`src/rtl/metrics_pkg.sv`:
```
// Shared types and limits for the metrics counter bank.
package metrics_pkg;

    localparam int unsigned MAX_CHANNELS      = 32;
    localparam int unsigned MAX_COUNTER_WIDTH = 64;

    typedef enum logic {
        CNT_CYCLES = 1'b0,
        CNT_EVENTS = 1'b1
    } count_mode_e;

    // A channel advances when enabled and its selected source is active this cycle.
    function automatic logic count_qualified(input logic en, input count_mode_e mode,
                                             input logic evt);
        return en & ((mode == CNT_CYCLES) | evt);
    endfunction

endpackage

```
`src/rtl/metrics_counter_channel.sv`:
```
// One counter channel: live count, sticky overflow flag and snapshot register.
module metrics_counter_channel
    import metrics_pkg::*;
#(
    parameter int unsigned COUNTER_WIDTH = 64,
    parameter bit          SATURATE      = 1'b0
) (
    input  logic                     clk,
    input  logic                     rst,
    input  logic                     en,
    input  logic                     clear,
    input  logic                     mode,
    input  logic                     evt,
    input  logic                     snapshot,
    output logic [COUNTER_WIDTH-1:0] cnt,
    output logic [COUNTER_WIDTH-1:0] snap,
    output logic                     ovf
);

    localparam logic [COUNTER_WIDTH-1:0] CntOne = COUNTER_WIDTH'(1);

    logic [COUNTER_WIDTH-1:0] cnt_q, cnt_d;
    logic [COUNTER_WIDTH-1:0] snap_q, snap_d;
    logic                     ovf_q, ovf_d;
    logic                     inc;
    logic                     at_max;

    assign inc    = count_qualified(en, count_mode_e'(mode), evt);
    assign at_max = &cnt_q;

    always_comb begin
        cnt_d = cnt_q;
        ovf_d = ovf_q;
        if (clear) begin
            cnt_d = '0;
            ovf_d = 1'b0;
        end else if (inc) begin
            if (at_max) begin
                ovf_d = 1'b1;
                cnt_d = SATURATE ? cnt_q : '0;
            end else begin
                cnt_d = cnt_q + CntOne;
            end
        end
    end

    // Capture uses the pre-update value, so a same-cycle clear still snapshots the old count.
    assign snap_d = snapshot ? cnt_q : snap_q;

    always_ff @(posedge clk or posedge rst) begin
        if (rst) begin
            cnt_q  <= '0;
            snap_q <= '0;
            ovf_q  <= 1'b0;
        end else begin
            cnt_q  <= cnt_d;
            snap_q <= snap_d;
            ovf_q  <= ovf_d;
        end
    end

    assign cnt  = cnt_q;
    assign snap = snap_q;
    assign ovf  = ovf_q;

endmodule

```
`src/rtl/metrics_counter_bank.sv`:
```
// Bank of independent performance counters with a global snapshot capture.
module metrics_counter_bank
    import metrics_pkg::*;
#(
    parameter int unsigned NUM_CHANNELS  = 4,
    parameter int unsigned COUNTER_WIDTH = 64,
    parameter bit          SATURATE      = 1'b0
) (
    input  logic                                       clk,
    input  logic                                       rst,
    input  logic [NUM_CHANNELS-1:0]                    en,
    input  logic [NUM_CHANNELS-1:0]                    clear,
    input  logic [NUM_CHANNELS-1:0]                    mode,
    input  logic [NUM_CHANNELS-1:0]                    evt,
    input  logic                                       snapshot,
    output logic [NUM_CHANNELS-1:0][COUNTER_WIDTH-1:0] cnt,
    output logic [NUM_CHANNELS-1:0][COUNTER_WIDTH-1:0] snap,
    output logic                                       snap_valid,
    output logic [NUM_CHANNELS-1:0]                    ovf
);

    if (NUM_CHANNELS < 1 || NUM_CHANNELS > MAX_CHANNELS) begin : g_bad_channels
        $error("metrics_counter_bank: NUM_CHANNELS must be within 1..32");
    end
    if (COUNTER_WIDTH < 8 || COUNTER_WIDTH > MAX_COUNTER_WIDTH) begin : g_bad_width
        $error("metrics_counter_bank: COUNTER_WIDTH must be within 8..64");
    end

    logic snap_valid_q;

    for (genvar i = 0; i < NUM_CHANNELS; i++) begin : g_chan
        metrics_counter_channel #(
            .COUNTER_WIDTH (COUNTER_WIDTH),
            .SATURATE      (SATURATE)
        ) u_chan (
            .clk      (clk),
            .rst      (rst),
            .en       (en[i]),
            .clear    (clear[i]),
            .mode     (mode[i]),
            .evt      (evt[i]),
            .snapshot (snapshot),
            .cnt      (cnt[i]),
            .snap     (snap[i]),
            .ovf      (ovf[i])
        );
    end

    always_ff @(posedge clk or posedge rst) begin
        if (rst) begin
            snap_valid_q <= 1'b0;
        end else begin
            snap_valid_q <= snapshot;
        end
    end

    assign snap_valid = snap_valid_q;

endmodule

```
`config.mk`:
```
export PLATFORM = sky130hd
export DESIGN_NAME = metrics_counter_bank
export DESIGN_NICKNAME = d
export VERILOG_FILES = /design/src/rtl/metrics_pkg.sv /design/src/rtl/metrics_counter_channel.sv /design/src/rtl/metrics_counter_bank.sv
export SDC_FILE = /design/constraint.sdc
export NUM_CORES = 1
export LEC_CHECK = 0
export CAP_MARGIN = 40
export CORE_UTILIZATION = 54
export CTS_CLUSTER_SIZE = 20
export DETAILED_ROUTE_END_ITERATION = 12
export HOLD_SLACK_MARGIN = 0.12
export PLACE_DENSITY = 0.86
export REMOVE_ABC_BUFFERS = 1
export SYNTH_ARGS = -nofsm -noshare
export SYNTH_HDL_FRONTEND = slang
export SYNTH_SLANG_ARGS = --single-unit
```
`constraint.sdc`:
```
create_clock -name clk -period 38.4 [get_ports clk]
set_input_delay 7.68 -clock clk [delete_from_list [all_inputs] [get_ports clk]]
set_output_delay 7.68 -clock clk [all_outputs]
set_load 0.03 [all_outputs]
```
==> results.toml <==
[clocking]
cts_hold_buffers = 0
path_clk_slew_ns = 0.06
cts-root-buf = "clkbuf_16"
cts_inserted_buffers = 52
h-tree-depth = 2
worst_skew_pair.late_latency_ns = 0.60
max-clock-path-buffers = 3
post_cts_buffers = 0
cts_sinks = 517
cts_tree = "yes"
cts_resized = 0

[timing]
maxSlewViolCount = 0
tightest_slew_ns = 1.02
setup_viol = 0
finalClockSkew_ns = 0.0191
setup_tns_ns = 0
finalHoldViolCount = 0
min_period_ns = 10.81
fmax_mhz = 92.5
rsz0062_at_grt = "no"
finalWorstSetupSlack_ns = 27.59
hold-worst-slack_ns = 0.505
period_share_pct = 28.1
slew_headroom_pct = 31.4

[logic_synthesis]
async_flop_share_pct = 100
yosys_warnings = 0
synthFlopType = "dfrtp_1"
synth_edf_count = 0
postSynthCellCount = 2054
ys_types = 53
synth_seq_cells = 517
netlist_area_um2 = 23000
syn_area_per_cell_um2 = 11.2
synth-seq-area-share_pct = 56.2

[global_route]
grt_first_pass_wirelength_um = 106000
grt_max_degree = 177
grt_usage_pct = 30.7
grt_pass1_vias = 18880
antenna_found_initial = 0
overflow = 0

[worst_setup_path]
setup.worst_path.start_class = "input port"
cp-end-kind = "register"
cp.required_ns = 38.93
critPathMaxFanout = 24
cp.arrival_ns = 11.33
worstSetupPathType = "input port to register"
rr_worst_depth = 6

[pwr]
vdd_drop_max_mv = 0.0326
p_clk_share_pct = 47.7
powerDensity_nw_per_um2 = 36.6
p_total_mw = 1.13
switching_share_pct = 22.0
intPower_uw = 879
p_leak_nw = 13.0
p_switching_uw = 248
power_frac_seq_pct = 48.6
p_comb_share_pct = 3.7

[floorplanning]
ioPinCount = 536
fp-row-count = 75
die_w_um = 208
fp.coreArea_um2 = 42000
die_y_um = 208
initial_core_util_pct = 54.8
die_area_um2 = 43500

[layout]
final_common_cell = "clkdlybuf4s50_1"
fill_cells = 2702
final_area_um2 = 30800
nets = 2595
drive_gt1_share_pct = 14.8
area_delta_synth_final_pct = 33.8
post-route-util_pct = 73.2
final_cell_mix = "clkdlybuf4s50_1 (534), dfrtp_1 (517), nor2_1 (301)"
fin_cells = 3155
n_antenna_cell = 0

[placement]
placed_cells = 3057
dp_slack_ns = 27.07
portBuffers = 535
dpl.hpwl_um = 46100
gp_congestion = 0.870
dpl_cell_area_um2 = 29000

[min_path]
worstHoldPathCells = 1
hp-class = "register to register"

[drt]
wl_per_cell_um = 21.1
postRouteWirelength_um = 66600
drc = 0
ant_nets = 0
dr.first_iter.drc_count = 1546
num_vias = 18450
first_pass_iters = 5
viasPerCell = 5.85

[run]
maxCapViolations = 0

[run_status]
outcome = "completed"
## critical path, cell delays in order
cell and delay [ns]:
clkdlybuf4s50_1 0.72, inv_1 0.25, a2111oi_4 0.48, nand4_2 0.64, or4b_1 0.86, or4_1 0.54
a21oi_1 0.15
## power by group through the flow
| stage | registers (mW) | clock network [mW] | logic, mW |
|---|---|---|---|
| global route | 0.548 | 0.564 | 0.0454 |
| floorplan | 0.561 | 0 | 0.0184 |
| finish | 0.548 | 0.538 | 0.0412 |
| global placement | 0.558 | 0 | 0.0381 |
| detailed placement | 0.558 | 0 | 0.0413 |
| CTS | 0.548 | 0.544 | 0.0418 |
## Yosys cell counts, types with 5 or more instances
cell type	instances	area share [%]
and3_1	23	0.63
xor2_1	55	2.1
nor3_1	85	1.8
nand3_1	97	2.1
and4_1	18	0.68
xnor2_1	174	6.6
nor4_1	60	1.6
and2_1	8	0.22
o21ai_0	7	0.15
nand2b_1	5	0.14
nor3b_1	8	0.26
inv_1	41	0.67
nor2_1	301	4.9
buf_2	22	0.48
nand4_1	70	1.9
or2_2	8	0.22
a21oi_1	22	0.48
o31ai_1	7	0.23
dfrtp_1	517	56
nor2b_1	5	0.14
nand2_1	123	2.0
clkbuf_1	63	1.0
mux2_2	257	13
or3_1	11	0.30
or4_1	13	0.42
## sequential cells by signal (all words and copies together) (netlist names)
name / flops
g_chan.u_chan.cnt: 256
snap_valid: 1
g_chan.u_chan.snap: 256
g_chan.u_chan.ovf: 4
## per-layer routing
metal	wire length, µm	GRT usage, %
met1	25300	37.3
met2	33400	52.1
met3	4840	6.57
met4	3090	14.7
met5	0	0
## cell type report
class / count / area (µm²) / share of cell area (%)
sequential: 517 / 12900 / 42.0
multi-input combinational: 1403 / 9550 / 31.0
timing repair buffer: 557 / 5650 / 18.4
clock buffer: 80 / 1560 / 5.06
tap: 539 / 674 / 2.19
clock inverter: 18 / 262 / 0.849
inverter: 41 / 161 / 0.524
## cells by family (layout without fill, tap and decap cells)
group,count (synthesis),count (layout),share of synthesized area (%)
simple gates,852,852,18.1
flops,517,517,56.2
mux,257,257,12.6
xor+xnor,229,229,8.71
buf+inv,134,696,2.37
compound gates,61,61,1.79
fa+ha+maj,4,4,0.217
## final timing paths
| check | endpoint | startpoint | slack [ns] |
|---|---|---|---|
| min | g_chan[3].u_chan.snap[16]$_DFFE_PP0P_ | g_chan[3].u_chan.snap[16]$_DFFE_PP0P_ | 0.50 |
| max in group asynchronous | g_chan[3].u_chan.cnt[55]$_DFFE_PP0P_ | rst | 29.36 |
| min reg2reg | g_chan[3].u_chan.snap[16]$_DFFE_PP0P_ | g_chan[3].u_chan.snap[16]$_DFFE_PP0P_ | 0.50 |
| min in group asynchronous | g_chan[0].u_chan.cnt[6]$_DFFE_PP0P_ | rst | 7.40 |
| max reg2reg | g_chan[0].u_chan.cnt[59]$_DFFE_PP0P_ | g_chan[0].u_chan.cnt[12]$_DFFE_PP0P_ | 34.84 |
| max | g_chan[0].u_chan.cnt[59]$_DFFE_PP0P_ | clear[0] | 27.59 |
Note: power is estimated with default switching activity, not from simulation.
